## src/rtl/inport_capture_pkg.sv

```systemverilog
// rtl/inport_capture_pkg.sv - register map and shared types for the memory-mapped input port.
package inport_capture_pkg;

   localparam logic [7:0] DEFAULT_ADDR = 8'h01;

   localparam logic [7:0] OFS_DATA = 8'd0;
   localparam logic [7:0] OFS_CAP  = 8'd1;
   localparam logic [7:0] OFS_MASK = 8'd2;

   typedef enum logic [1:0] {
      SEL_NONE,
      SEL_DATA,
      SEL_CAP,
      SEL_MASK
   } reg_sel_t;

   // Offsets wrap within the 8-bit bus address space.
   function automatic reg_sel_t decode(input logic [7:0] address, input logic [7:0] base);
      logic [7:0] ofs;
      ofs = address - base;
      case (ofs)
         OFS_DATA: decode = SEL_DATA;
         OFS_CAP:  decode = SEL_CAP;
         OFS_MASK: decode = SEL_MASK;
         default:  decode = SEL_NONE;
      endcase
   endfunction

endpackage

```

## src/rtl/inport_capture_sync_edge.sv

```systemverilog
// rtl/inport_capture_sync_edge.sv - pin synchroniser with previous-value flop and rising-edge output.
module sync_edge #(
   parameter int WIDTH       = 8,
   parameter int SYNC_STAGES = 2
) (
   input  logic             clk,
   input  logic             rst,
   input  logic [WIDTH-1:0] pins,
   output logic [WIDTH-1:0] sync,
   output logic [WIDTH-1:0] rise
);

   logic [WIDTH-1:0] stage [SYNC_STAGES];
   logic [WIDTH-1:0] prev;

   always_ff @(posedge clk or posedge rst) begin
      if (rst) begin
         for (int i = 0; i < SYNC_STAGES; i++) stage[i] <= '0;
         prev <= '0;
      end else begin
         stage[0] <= pins;
         for (int i = 1; i < SYNC_STAGES; i++) stage[i] <= stage[i-1];
         prev <= stage[SYNC_STAGES-1];
      end
   end

   assign sync = stage[SYNC_STAGES-1];
   assign rise = sync & ~prev;

endmodule

```

## src/rtl/inport_capture.sv

```systemverilog
// rtl/inport_capture.sv - input port: synchronised data, sticky clear-on-read edge flags, maskable irq.
module inport_capture
   import inport_capture_pkg::*;
#(
   parameter logic [7:0] ADDR        = DEFAULT_ADDR,
   parameter int         WIDTH       = 8,
   parameter int         SYNC_STAGES = 2
) (
   input  logic             clk,
   input  logic             rst,
   input  logic [7:0]       address,
   input  logic [7:0]       value_in,
   input  logic             wen,
   input  logic             ren,
   input  logic [WIDTH-1:0] port_in,
   output logic [7:0]       value_out,
   output logic             irq
);

   logic [WIDTH-1:0] sync;
   logic [WIDTH-1:0] rise;
   logic [WIDTH-1:0] capture;
   logic [WIDTH-1:0] mask;
   logic [WIDTH-1:0] clr;
   logic [7:0]       rdata;
   reg_sel_t         sel;

   sync_edge #(
      .WIDTH       (WIDTH),
      .SYNC_STAGES (SYNC_STAGES)
   ) u_sync_edge (
      .clk  (clk),
      .rst  (rst),
      .pins (port_in),
      .sync (sync),
      .rise (rise)
   );

   always_comb begin
      sel   = decode(address, ADDR);
      rdata = 8'h00;
      clr   = '0;
      if (ren) begin
         case (sel)
            SEL_DATA: rdata = 8'(sync);
            SEL_CAP: begin
               rdata = 8'(capture);
               clr   = capture;
            end
            SEL_MASK: rdata = 8'(mask);
            default:  rdata = 8'h00;
         endcase
      end
   end

   // Only the bits actually returned are cleared, so an edge landing on the read edge survives.
   always_ff @(posedge clk or posedge rst) begin
      if (rst) begin
         capture   <= '0;
         mask      <= '0;
         value_out <= 8'h00;
      end else begin
         capture   <= (capture & ~clr) | rise;
         value_out <= rdata;
         if (wen && sel == SEL_MASK) mask <= value_in[WIDTH-1:0];
      end
   end

   assign irq = |(capture & mask);

endmodule

```

## config.mk

```make
export PLATFORM = sky130hd
export DESIGN_NAME = inport_capture
export DESIGN_NICKNAME = d
export VERILOG_FILES = /design/src/rtl/inport_capture_pkg.sv /design/src/rtl/inport_capture_sync_edge.sv /design/src/rtl/inport_capture.sv
export SDC_FILE = /design/constraint.sdc
export NUM_CORES = 1
export LEC_CHECK = 0
export BUFFER_PORTS_ARGS = -buffer_cell sky130_fd_sc_hd__buf_2
export CAP_MARGIN = 20
export CORE_UTILIZATION = 47
export CTS_CLUSTER_DIAMETER = 50
export DETAILED_ROUTE_END_ITERATION = 6
export PLACE_DENSITY = 0.83
export SLEW_MARGIN = 25
export SYNTH_ARGS = -nofsm -noshare
export SYNTH_HDL_FRONTEND = slang
export SYNTH_SLANG_ARGS = --single-unit
```

## constraint.sdc

```tcl
create_clock -name clk -period 1.09 [get_ports clk]
set_input_delay 0.0545 -clock clk [delete_from_list [all_inputs] [get_ports clk]]
set_output_delay 0.0545 -clock clk [all_outputs]
set_load 0.005 [all_outputs]
```

Yosys cells after proc, flatten, opt, wreduce, memory -nomap -nowiden
Index checks and enable logic that the tools add are counted.
- output and inout port bits: 9
- bits of input ports: 28
- bits in registers: 48
- equal/unequal tests: 5
- $add $sub $neg: 1
- multiplexer cells: 5
- bitwise logic cells: 6
- reductions and logical operators: 3
- operator list (operator ; number):
    8-bit AND ; 3
    8-bit 2-to-1 mux ; 3
    8-bit one-hot mux with 3 select lines ; 1
    8-bit NOT ; 2
    8-bit by 1-bit equality test with 1-bit output, second input constant ; 1
    8-bit by 2-bit equality test with 1-bit output, second input constant ; 1
    8-bit logical NOT ; 1
    8-bit OR ; 1
    8-bit OR reduction ; 1
    8-bit by 1-bit subtractor with 8-bit output, second input constant ; 1
    2-bit one-hot mux with 3 select lines ; 1
    2-bit equality test, second input constant ; 2
    2-bit by 1-bit equality test with 1-bit output, second input constant ; 1
    1-bit logical AND ; 1

Longest topological paths before layout
Gate-level depths: netlist of the first run.
- depth in word-level cells: 9
- mapped depth: 5

By module
From an unflattened synthesis of the first run, not the netlist that was laid out.
- cells, all modules: 123
- area total of the unflattened synthesis: 1831.8 um2
- modules (own cells, without submodules) (module ; cells an instance ; instances ; area an instance (um2) ; seq. area each (um2)):
    inport_capture ; 82 ; 1 ; 1057.3 ; 600.6
    sync_edge ; 41 ; 1 ; 774.5 ; 600.6

Least setup slack after synthesis of the first run
No wires, ideal clock.
- path type: input to register
- start point: input address[3]
- end point: register mask[0]
- data arrival time: 0.883 ns
- cell stages on the path: 3
- path slack: 0.082 ns
- library setup time: 0.125 ns
- path buffers: 0
- data required time: 0.965 ns
- cells stage by stage: nor4_4 nand3_2 mux2_2
- cells in the longest elaborated chain, start to end: 5
- elaborated cells on any way between the ends: 7
- classes of those cells: add/sub: 1; eq/ne: 3; mux: 1; reduce/logical: 2
- RTL lines (element ; line ; RTL):
    start, declared ; inport_capture.sv:11 ; input logic [7:0] address,
    8-bit by 1-bit subtractor with 8-bit output (*) ; inport_capture_pkg.sv:20 ; ofs = address - base;
    8-bit by 2-bit equality test with 1-bit output, or another cell as far along ; inport_capture_pkg.sv:21 ; case (ofs)
    2-bit one-hot mux with 3 select lines (*) ; inport_capture_pkg.sv:21 ;
    2-bit equality test (*) ; inport_capture.sv:65 ; if (wen && sel == SEL_MASK) mask <= value_in[WIDTH-1:0];
    1-bit logical AND (*) ; inport_capture.sv:65 ;
    end signal, assigned ; inport_capture.sv:65 ;
    end, declared ; inport_capture.sv:23 ; logic [WIDTH-1:0] mask;
Every way passes the cells marked *; elsewhere a longest branch is shown, timed or not.
A chain may end at the register's enable or synchronous reset.

Worst setup path after layout of the first run
- start point: register mask[4]
- end point: output irq
- cells in the longest elaborated chain, start to end: 2
- RTL lines (element ; line ; RTL):
    8-bit AND ; inport_capture.sv:69 ; assign irq = |(capture & mask);
    8-bit OR reduction ; inport_capture.sv:69 ;
    end, declared ; inport_capture.sv:17 ; output logic irq
No other way between the ends.

==> impl_results.md, run 1 <==
- Status: finished, violations left
- Failing checks: negative setup slack
- Via count: 1180
- Crit-path max cell delay: 0.41 ns
- WP data arrival: 1.22 ns
- Maximum clock insertion buffer count: 2
- Max-slew headroom: 80.1%
- Post-synth cell types: 15
- Seq/Total Area, Yosys: 70.9%
- First-pass DRT Iterations: 4
- Antenna diode count: 0
- Routed Wire Length: 3.47 mm
- Highest Clock Rate: 0.788 GHz
- Worst setup margin: -0.180 ns
- Endpoint class of the critical path: output port
- H-tree levels: 2
- Clock sinks: 48
- Register bit total from synthesis: 48
- Layout cells sized above 1: 46.2%
- Final Cycle Share: 116%
- TNS Setup: -0.259 ns
- WHS Endpoint: value_out[2]$_DFF_PP0_
- Min-Delay Startpoint: address[0]
- Pint: 2.34 mW
- P&R area growth vs syn: 37.7%
- Slew Limit Fails: 0
- Clk_lat worst skew: 0.36 ns
- GRT Util Overall: 20.8%
- Commonest non-fill, non-tap cell in the layout: dfrtp_1
- Top delay family on crit path: flip-flops
- Ys Warns: 0
- Mapped Cells: 112
- Post-synth net total: 140
- Clk pwr share: 27.4%
- Crit path max fanout: 2
- Hold depth: 3
- Die ar.: 3850 µm²
- Worst clock skew: 0.00772 ns
- Placed cell area: 1980 µm²
- WP buf/inv: 1
- Num CTS Buffers: 5
- Max VDD drop: 0.00103 V
- Hold slack: 0.0364 ns
- Die Wd: 62.0 µm
- Final Cell Area: 2330 µm²
- PortBufs: 36
- Critical path depth: 3
- Reg clk slew, reported paths: 0.12 ns
- Number of routed nets with antenna violations: 0
- Slew at the pin with the worst max-slew slack: 0.296 ns
- Reg2Reg Setup Slack: -0.03 ns
- IO Count: 37
- Starting Density: 50.0%
- Drt initial violations: 49
- Maximum number of pins on one net before global-route repair: 49
- Worst path cell trace: a22oi_1 -> nand4_1 -> buf_2
- Worst-case reg-to-reg path depth: 4
- Finish-stage setup viols: 4
- Root Buffer Master: clkbuf_4
- Max_cap viols: 0
- Worst path slowest cell: dfrtp_1
- CTS tree: built
- First-pass GRT wire length: 5.34 mm
- Unrepaired setup endpoints after global routing: true
- Tmin final: 1.27 ns
- Hold Crit Class: in2reg
- Comb pwr share: 10.5%
- Placed insts: 198
- Leak: 1.16 nW
- Vias/cell: 5.09
- End of the worst register-to-register path: value_out[5]$_DFF_PP0_
- GPL Wtd Cong: 0.731
- Initial antenna violation count: 0
- PwrDens: 1300 nW/µm²
- Power Total: 3.02 mW
- Number of global-route vias before repair: 1200
- Sw power: 0.676 mW
- DIE HEIGHT: 62.0 µm
- Hpwl dp: 2.27 mm
- R2r startpoint: mask[5]$_DFFE_PP0P_
- # rows: 21
- Crit path kind: reg2out
- Grt ovf: 0
- WP data required: 1.04 ns
- Layout Cells excl Fill: 232
- Most frequent cells in the layout: dfrtp_1, buf_2, dlygate4sd3_1, buf_4, mux2_2
- CP startpoint kind: flop
- NumNets Final: 213
- DR WL/cell: 15.0 µm
- Sequential share of power: 62.1%
- Mapped Area: 1690 µm²
- Final Hold Fails: 0
- Sw Ratio: 22.4%
- Final routed DRC violation total: 0
- Syn avg cell area: 15.1 µm²
- Core Area: 3390 µm²
-- synth_stat cells --
library cell	instances	area, µm²
mux2_2	16	180
inv_1	9	33.8
dfrtp_1	48	1200
nand4_1	1	6.26
nand3_1	1	5.00
nand3_2	1	10.0
buf_4	1	7.51
and3_1	1	6.26
nor2b_1	1	6.26
nor2_1	9	33.8
nor4_4	1	21.3
a22o_1	8	70.1
nand4_2	1	12.5
a22oi_1	12	90.1
buf_2	2	10.0
-- layer usage --
| metal | up-vias | track usage (%) | part of all wire, % |
|---|---|---|---|
| met5 | - | 0 | 0 |
| met4 | 0 | 14.0 | 2.7 |
| met3 | 9 | 4.55 | 6.8 |
| met2 | 49 | 33.6 | 51 |
| met1 | 585 | 25.0 | 40 |
| li1 | 537 | - | - |
-- stage by stage --
| stage | utilization [%] | setup WS, ns |
|---|---|---|
| 2_1_floorplan | - | 0.0819 |
| 3_3_place_gp | 58.5 | -0.125 |
| 3_5_place_dp | 58.5 | -0.178 |
| 4_1_cts | 67.6 | -0.208 |
| 5_1_grt | 68.8 | -0.242 |
| 6_report | 68.8 | -0.180 |
-- repair_timing --
| item | 4_1_cts | 5_1_grt |
|---|---|---|
| pin swaps | 3 | 4 |
| hold buffers | 17 | 0 |
| gates resized for setup | 4 | 8 |
| buffers inserted | 8 | 3 |
| endpoints found under the setup margin | 2 | 5 |
| hold endpoints to repair | 64 | 0 |
| cloned | 0 | 0 |
-- power groups by stage --
stage,clock (mW),combinational [mW],sequential [mW]
2_1_floorplan,0,0.128,1.90
3_3_place_gp,0,0.227,1.90
3_5_place_dp,0,0.239,1.91
4_1_cts,0.865,0.303,1.87
5_1_grt,0.925,0.347,1.88
6_report,0.827,0.317,1.88
-- how the worst max path moves through the flow --
stage	to	slack, ns	from
floorplan	mask[0]$_DFFE_PP0P_	0.08	address[3]
global placement	mask[6]$_DFFE_PP0P_	-0.12	address[3]
finish	irq	-0.18	mask[4]$_DFFE_PP0P_
global route	irq	-0.24	mask[4]$_DFFE_PP0P_
detailed placement	mask[4]$_DFFE_PP0P_	-0.18	address[3]
CTS	irq	-0.21	capture[4]$_DFF_PP0_
-- state kept, by name, indices dropped and copies added, names as in the netlist --
register           cells
mask                   8
u_sync_edge.stage      8
capture                8
u_sync_edge.sync       8
value_out              8
u_sync_edge.prev       8
-- worst min-delay path, cell delays in order --
cell     delay (ns)
buf_2          0.14
a22oi_2        0.06
nor2_1         0.10
-- area by class of cell --
type                            instances  area, µm²
Sequential cell                        48       1200
Fill cell                             240       1060
Multi-Input combinational cell         52        490
Timing Repair Buffer                   69        487
Clock buffer                            8       58.8
Tap cell                               46       57.6
Inverter                                9       37.5
-- cells by family after synthesis --
family	Yosys count	synth area share, %
multiplexers	16	10.6
buffers and inverters	12	3.03
flip-flops	48	70.9
AND/OR/NAND/NOR	16	5.98
AO/OA/AOI/OAI	20	9.45
No activity file was read; power rests on OpenSTA's default activity.
==> run 2, diff against run 1 <==
--- a/config.mk
+++ b/config.mk
@@ -11,6 +11,7 @@
 export CTS_CLUSTER_DIAMETER = 50
 export DETAILED_ROUTE_END_ITERATION = 6
 export PLACE_DENSITY = 0.83
+export RECOVER_POWER = 100
 export SLEW_MARGIN = 25
 export SYNTH_ARGS = -nofsm -noshare
 export SYNTH_HDL_FRONTEND = slang
==> run 2 against run 1 <==
  * The flow still finishes with violations (negative setup slack)
  * Design area down 1.8%
  * Largest cell class unchanged
  * Combinational power down 4%
  * Largest power group unchanged
  * Via count down 1.0%
  * Final cell count unchanged
  * Critical path depth unchanged
  * Worst hold slack worse by 0.0065 ns
  * Setup slack worse by 0.0047 ns
  * Non-clock buffer count unchanged
==> impl_results.md, run 2 (synthesized netlist as in run 1, its figures left out) <==
- Max-slew headroom: 57.7% (-22 points)
- Max_cap viols: 0 (unchanged)
- Slew at the pin with the worst max-slew slack: 0.635 ns (+0.339 ns)
- Reg2Reg Setup Slack: -0.03 ns (about the same)
- Clk pwr share: 27.4% (about the same)
- Maximum number of pins on one net before global-route repair: 49 (unchanged)
- PortBufs: 36 (unchanged)
- WP data arrival: 1.22 ns (about the same)
- Worst clock skew: 0.00484 ns (-0.00288 ns)
- IO Count: 37 (unchanged)
- Drt initial violations: 54 (+10%)
- Met1 Usage GRT: 25.0% (unchanged)
- DR WL/cell: 15.0 µm (+0.14%)
- Slew Limit Fails: 0 (unchanged)
- CP startpoint: capture[4]$_DFF_PP0_
- WP data required: 1.04 ns (about the same)
- Grt ovf: 0 (unchanged)
- Most frequent cells in the layout: dfrtp_1, buf_2, dlygate4sd3_1, buf_4, mux2_2
- Hold depth: 3 (unchanged)
- Highest Clock Rate: 0.785 GHz (-0.37%)
- Final Cycle Share: 117% (+0.43 points)
- Max VDD drop: 0.00103 V (-0.23%)
- Core Area: 3390 µm² (unchanged)
- Clk_lat worst skew: 0.36 ns (about the same)
- Die ar.: 3850 µm² (unchanged)
- Antenna diode count: 0 (unchanged)
- Worst path slowest cell: dfrtp_1
- First-pass GRT wire length: 5.34 mm (unchanged)
- Initial antenna violation count: 0 (unchanged)
- R2r startpoint: mask[5]$_DFFE_PP0P_
- Worst setup margin: -0.184 ns (-0.00470 ns)
- Pint: 2.34 mW (-0.35%)
- Routed Wire Length: 3.48 mm (+0.14%)
- Top delay family on crit path: flip-flops
- Starting Density: 50.0% (unchanged)
- Maximum clock insertion buffer count: 2 (unchanged)
- Crit-path max cell delay: 0.42 ns (about the same)
- Commonest non-fill, non-tap cell in the layout: dfrtp_1
- GRT Util Overall: 20.8% (unchanged)
- Via count: 1168 (-1.0%)
- WP buf/inv: 1 (unchanged)
- Root Buffer Master: clkbuf_4
- First-pass DRT Iterations: 5 (+1)
- Leak: 1.12 nW (-4.1%)
- Hpwl dp: 2.27 mm (unchanged)
- Sw Ratio: 22.3% (-0.12 points)
- Number of global-route vias before repair: 1200 (unchanged)
- Final Hold Fails: 0 (unchanged)
- Layout cells sized above 1: 40.9% (-5.4 points)
- Grt met2 use: 33.6% (unchanged)
- Failing checks: negative setup slack
- Layer with the highest usage: met2
- End of the worst register-to-register path: value_out[5]$_DFF_PP0_
- Worst-case reg-to-reg path depth: 4 (unchanged)
- H-tree levels: 2 (unchanged)
- Hold Crit Class: in2reg
- CP startpoint kind: flop
- GPL Wtd Cong: 0.731 (unchanged)
- CTS tree: built
- Unrepaired setup endpoints after global routing: true
- Met3 GRT Util: 4.55% (unchanged)
- Critical path endpoint: irq
- NumNets Final: 213 (unchanged)
- Number of routed nets with antenna violations: 0 (unchanged)
- Setup Slack @ Placement: -0.178 ns (unchanged)
- Crit path kind: reg2out
- Crit path max fanout: 2 (unchanged)
- Reg clk slew, reported paths: 0.12 ns (about the same)
- Endpoint class of the critical path: output port
- Status: finished, violations left
- Worst path cell trace: a22oi_1 -> nand4_1 -> buf_2
- Comb pwr share: 10.1% (-0.4 points)
- PwrDens: 1310 nW/µm² (+1.3%)
- Critical path depth: 3 (unchanged)
- Vias/cell: 5.03 (-1.0%)
- Sequential share of power: 62.4% (+0.3 points)
- P&R area growth vs syn: 35.2%
- Final routed DRC violation total: 0 (unchanged)
- Num CTS Buffers: 5 (unchanged)
- Clock sinks: 48 (unchanged)
- Power Total: 3.01 mW (-0.50%)
- Placed cell area: 1980 µm² (unchanged)
- Finish-stage setup viols: 4 (unchanged)
- DIE HEIGHT: 62.0 µm (unchanged)
- Die Wd: 62.0 µm (unchanged)
- Final Cell Area: 2290 µm² (-1.8%)
- Sw power: 0.669 mW (-1.0%)
- Tmin final: 1.27 ns (+0.00470 ns)
- TNS Setup: -0.251 ns (+0.00847 ns)
- # rows: 21 (unchanged)
run 2: cell types whose count changed in the layout (fill, tap and decap cells not counted), sizes merged:
cell    delta
buf        -9
clkbuf     +9
run 2: cell type report:
| class | instances | area, µm² |
|---|---|---|
| Clock buffer | 8 | 58.8 |
| Fill cell | 248 | 1100 |
| Inverter | 9 | 37.5 |
| Multi-Input combinational cell | 52 | 470 |
| Sequential cell | 48 | 1200 |
| Tap cell | 46 | 57.6 |
| Timing Repair Buffer | 69 | 464 |
run 2: worst min-delay path by stage:
stage                    start                               to  slack [ns]
CTS                 address[0]           value_out[2]$_DFF_PP0_       0.002
finish              address[0]           value_out[2]$_DFF_PP0_        0.03
global route        address[0]           value_out[2]$_DFF_PP0_        0.04
detailed placement         rst  u_sync_edge.stage[13]$_DFF_PP0_        0.13
floorplan                  rst             capture[0]$_DFF_PP0_        0.08
global placement           rst  u_sync_edge.stage[13]$_DFF_PP0_        0.12
run 2: layer usage:
| layer | share of wire, % | up-vias | routed length [µm] |
|---|---|---|---|
| met4 | 3.0 | 0 | 105 |
| li1 | - | 538 | - |
| met3 | 6.2 | 9 | 216 |
| met5 | 0 | - | 0 |
| met1 | 41 | 574 | 1420 |
| met2 | 50 | 47 | 1740 |
run 2: stage by stage:
stage,util (%),hold WS (ns),std cells
finish,67.6,0.0299,232
detailed placement,58.5,0.131,198
floorplan,-,0.0842,112
global placement,58.5,0.122,198
CTS,67.6,0.00208,231
global route,67.6,0.0354,232
run 2: worst min-delay path, cell delays in order:
cell and delay [ns]:
buf_2 0.14, a22oi_2 0.06, nor2_1 0.10
run 2: timing repair:
item / CTS / global route
cloned: 0 / 0
setup buffers: 8 / 3
setup endpoints to repair: 2 / 5
hold buffers: 17 / 0
pin swaps: 3 / 4
gates resized for setup: 4 / 8
endpoints found under the hold margin: 64 / 0
run 2: power by group through the flow:
stage / registers (mW) / clock network, mW / logic [mW]
floorplan: 1.90 / 0 / 0.128
global placement: 1.90 / 0 / 0.227
detailed placement: 1.91 / 0 / 0.239
CTS: 1.87 / 0.865 / 0.303
global route: 1.88 / 0.925 / 0.333
finish: 1.88 / 0.825 / 0.304
==> run 3, diff against run 2 <==
--- a/config.mk
+++ b/config.mk
@@ -7,10 +7,11 @@
 export LEC_CHECK = 0
 export BUFFER_PORTS_ARGS = -buffer_cell sky130_fd_sc_hd__buf_2
 export CAP_MARGIN = 20
+export CORE_MARGIN = 2
 export CORE_UTILIZATION = 47
 export CTS_CLUSTER_DIAMETER = 50
 export DETAILED_ROUTE_END_ITERATION = 6
-export PLACE_DENSITY = 0.83
+export PLACE_DENSITY = 0.73
 export RECOVER_POWER = 100
 export SLEW_MARGIN = 25
 export SYNTH_ARGS = -nofsm -noshare
==> run 3 against run 2 <==
  * The flow still finishes with violations (negative setup slack)
  * Design area increased by 1.3%
  * Clock power increased by 22%
  * Largest power group unchanged
  * Worst hold slack improved by 0.077 ns
  * Final cell count unchanged
  * Non-clock buffer count unchanged
  * Critical endpoint unchanged
  * Sequential cell count unchanged
  * First-iteration DRC count decreased by 9.3%
  * Register-to-register slack got worse by 0.12 ns
  * Routed wire length decreased by 1.6%
==> impl_results.md, run 3 (synthesized netlist as in run 1, its figures left out) <==
- Status: finished, violations left
- Failing checks: negative setup slack
- Final Hold Fails: 0 (unchanged)
- Crit path kind: reg2out
- NumNets Final: 213 (unchanged)
- Top delay family on crit path: flip-flops
- DIE HEIGHT: 64.0 µm (+3.2%)
- IO Count: 37 (unchanged)
- Leak: 1.15 nW (+2.9%)
- Routed Wire Length: 3.42 mm (-1.6%)
- GRT Util Overall: 19.3% (-1.5 points)
- Final Cell Area: 2320 µm² (+1.3%)
- Grt ovf: 0 (unchanged)
- CP startpoint kind: flop
- CTS tree: built
- Maximum number of pins on one net before global-route repair: 26 (-47%)
- Worst clock skew: 0.00708 ns (+0.00224 ns)
- Maximum clock insertion buffer count: 2 (unchanged)
- GPL Wtd Cong: 0.769 (+5.1%)
- Layout cells sized above 1: 43.5% (+2.7 points)
- Endpoint class of the critical path: output port
- TNS Setup: -0.348 ns (-0.0974 ns)
- WP buf/inv: 1 (unchanged)
- Crit-path max cell delay: 0.43 ns (about the same)
- PortBufs: 36 (unchanged)
- Number of routed nets with antenna violations: 0 (unchanged)
- H-tree levels: 2 (unchanged)
- Hpwl dp: 2.33 mm (+2.8%)
- WP data required: 1.04 ns (about the same)
- Drt initial violations: 49 (-9.3%)
- P&R area growth vs syn: 36.9%
- Worst setup margin: -0.200 ns (-0.0152 ns)
- Via count: 1132 (-3.1%)
- Max_cap viols: 0 (unchanged)
- Reg clk slew, reported paths: 0.13 ns (about the same)
- Final routed DRC violation total: 0 (unchanged)
- Clock sinks: 48 (unchanged)
- Power Total: 3.19 mW (+6.0%)
- Worst path slowest cell: dfrtp_1
- # rows: 21 (unchanged)
- Max VDD drop: 0.00146 V (+42%)
- Most frequent cells in the layout: dfrtp_1, buf_2, dlygate4sd3_1, mux2_2, buf_4
- Slew at the pin with the worst max-slew slack: 0.513 ns (-0.122 ns)
- Core Area: 3390 µm² (unchanged)
- WP data arrival: 1.24 ns (+0.02 ns)
- Commonest non-fill, non-tap cell in the layout: dfrtp_1
- Worst path cell trace: a22oi_2 -> nand4_1 -> buf_2
- Finish-stage setup viols: 2 (-2)
- Max-slew headroom: 65.6% (+7.9 points)
- Hold Crit Class: in2reg
- Antenna diode count: 0 (unchanged)
- Unrepaired setup endpoints after global routing: true
- Root Buffer Master: clkbuf_4
- Die ar.: 4100 µm² (+6.6%)
- Highest Clock Rate: 0.775 GHz (-1.2%)
- Final Cycle Share: 118% (+1.4 points)
- Crit path max fanout: 2 (unchanged)
- Die Wd: 64.0 µm (+3.2%)
- Slew Limit Fails: 0 (unchanged)
- Placed cell area: 1990 µm² (+0.38%)
- DR WL/cell: 14.7 µm (-1.6%)
- Starting Density: 50.0% (unchanged)
- First-pass GRT wire length: 5.81 mm (+8.8%)
- Num CTS Buffers: 5 (unchanged)
- PwrDens: 1370 nW/µm² (+4.6%)
- Clk_lat worst skew: 0.36 ns (about the same)
- First-pass DRT Iterations: 4 (-1)
- Tmin final: 1.29 ns (+0.0152 ns)
- Vias/cell: 4.88 (-3.1%)
- Initial antenna violation count: 0 (unchanged)
- Number of global-route vias before repair: 1262 (+5.2%)
[run 3: cell count changes in the layout (fill, tap and decap cells not counted), moves of 2 or more]
cell,change
buf_6,+2
buf_2,+3
clkbuf_1,-4
clkbuf_2,+2
buf_4,-4
[run 3: final timing paths]
| check | start | to | slack, ns | cells after the start |
|---|---|---|---|---|
| worst min register to register | u_sync_edge.stage[9]$_DFF_PP0_ | u_sync_edge.sync[1]$_DFF_PP0_ | 0.36 | 0 |
| max in group asynchronous | rst | capture[7]$_DFF_PP0_ | 0.13 | 4 |
| min in group asynchronous | rst | u_sync_edge.sync[7]$_DFF_PP0_ | 0.23 | 3 |
| worst max-delay path | mask[2]$_DFFE_PP0P_ | irq | -0.20 | 3 |
| worst max register to register | mask[5]$_DFFE_PP0P_ | value_out[5]$_DFF_PP0_ | -0.15 | 5 |
| worst min-delay path | ren | value_out[5]$_DFF_PP0_ | 0.11 | 4 |
[run 3: through the flow]
step | util (%) | cells | worst slack (ns) | hold WS (ns)
finish | 68.4 | 232 | -0.200 | 0.107
global route | 68.4 | 232 | -0.292 | 0.114
CTS | 68.1 | 231 | -0.222 | 0.0989
detailed placement | 58.7 | 199 | -0.179 | 0.0313
global placement | 58.7 | 199 | -0.116 | 0.0262
floorplan | - | 112 | 0.0819 | 0.0842
[run 3: metal layers]
layer	global-route usage [%]	wire length [µm]	part of all wire [%]
met5	0	0	0
met4	7.07	40	1.2
met3	5.46	175	5.1
met2	33.1	1760	51
met1	23.0	1450	42
[run 3: worst min-delay path, delay by kind of cell]
kind | cells | cell delay [ns]
buf+inv | 2 | 0.27
simple gates | 2 | 0.11
[run 3: timing repair]
item / 4_1_cts / 5_1_grt
hold buffers: 17 / 0
buffers inserted: 7 / 1
hold endpoints to repair: 64 / 0
pin swaps: 2 / 3
gates resized for setup: 4 / 9
endpoints found under the setup margin: 1 / 4
[run 3: layout make-up]
cell class / instances / area (µm²)
Fill cell: 248 / 1070
Inverter: 9 / 35.0
Multi-Input combinational cell: 52 / 479
Clock inverter: 2 / 35.0
Sequential cell: 48 / 1200
Clock buffer: 6 / 41.3
Tap cell: 46 / 57.6
Timing Repair Buffer: 69 / 470
[run 3: where the power goes]
| group | internal [mW] | leakage (nW) | switching, mW |
|---|---|---|---|
| Combinational | 0.177 | 0.533 | 0.126 |
| Clock | 0.481 | 0.0422 | 0.524 |
| Sequential | 1.84 | 0.572 | 0.0358 |
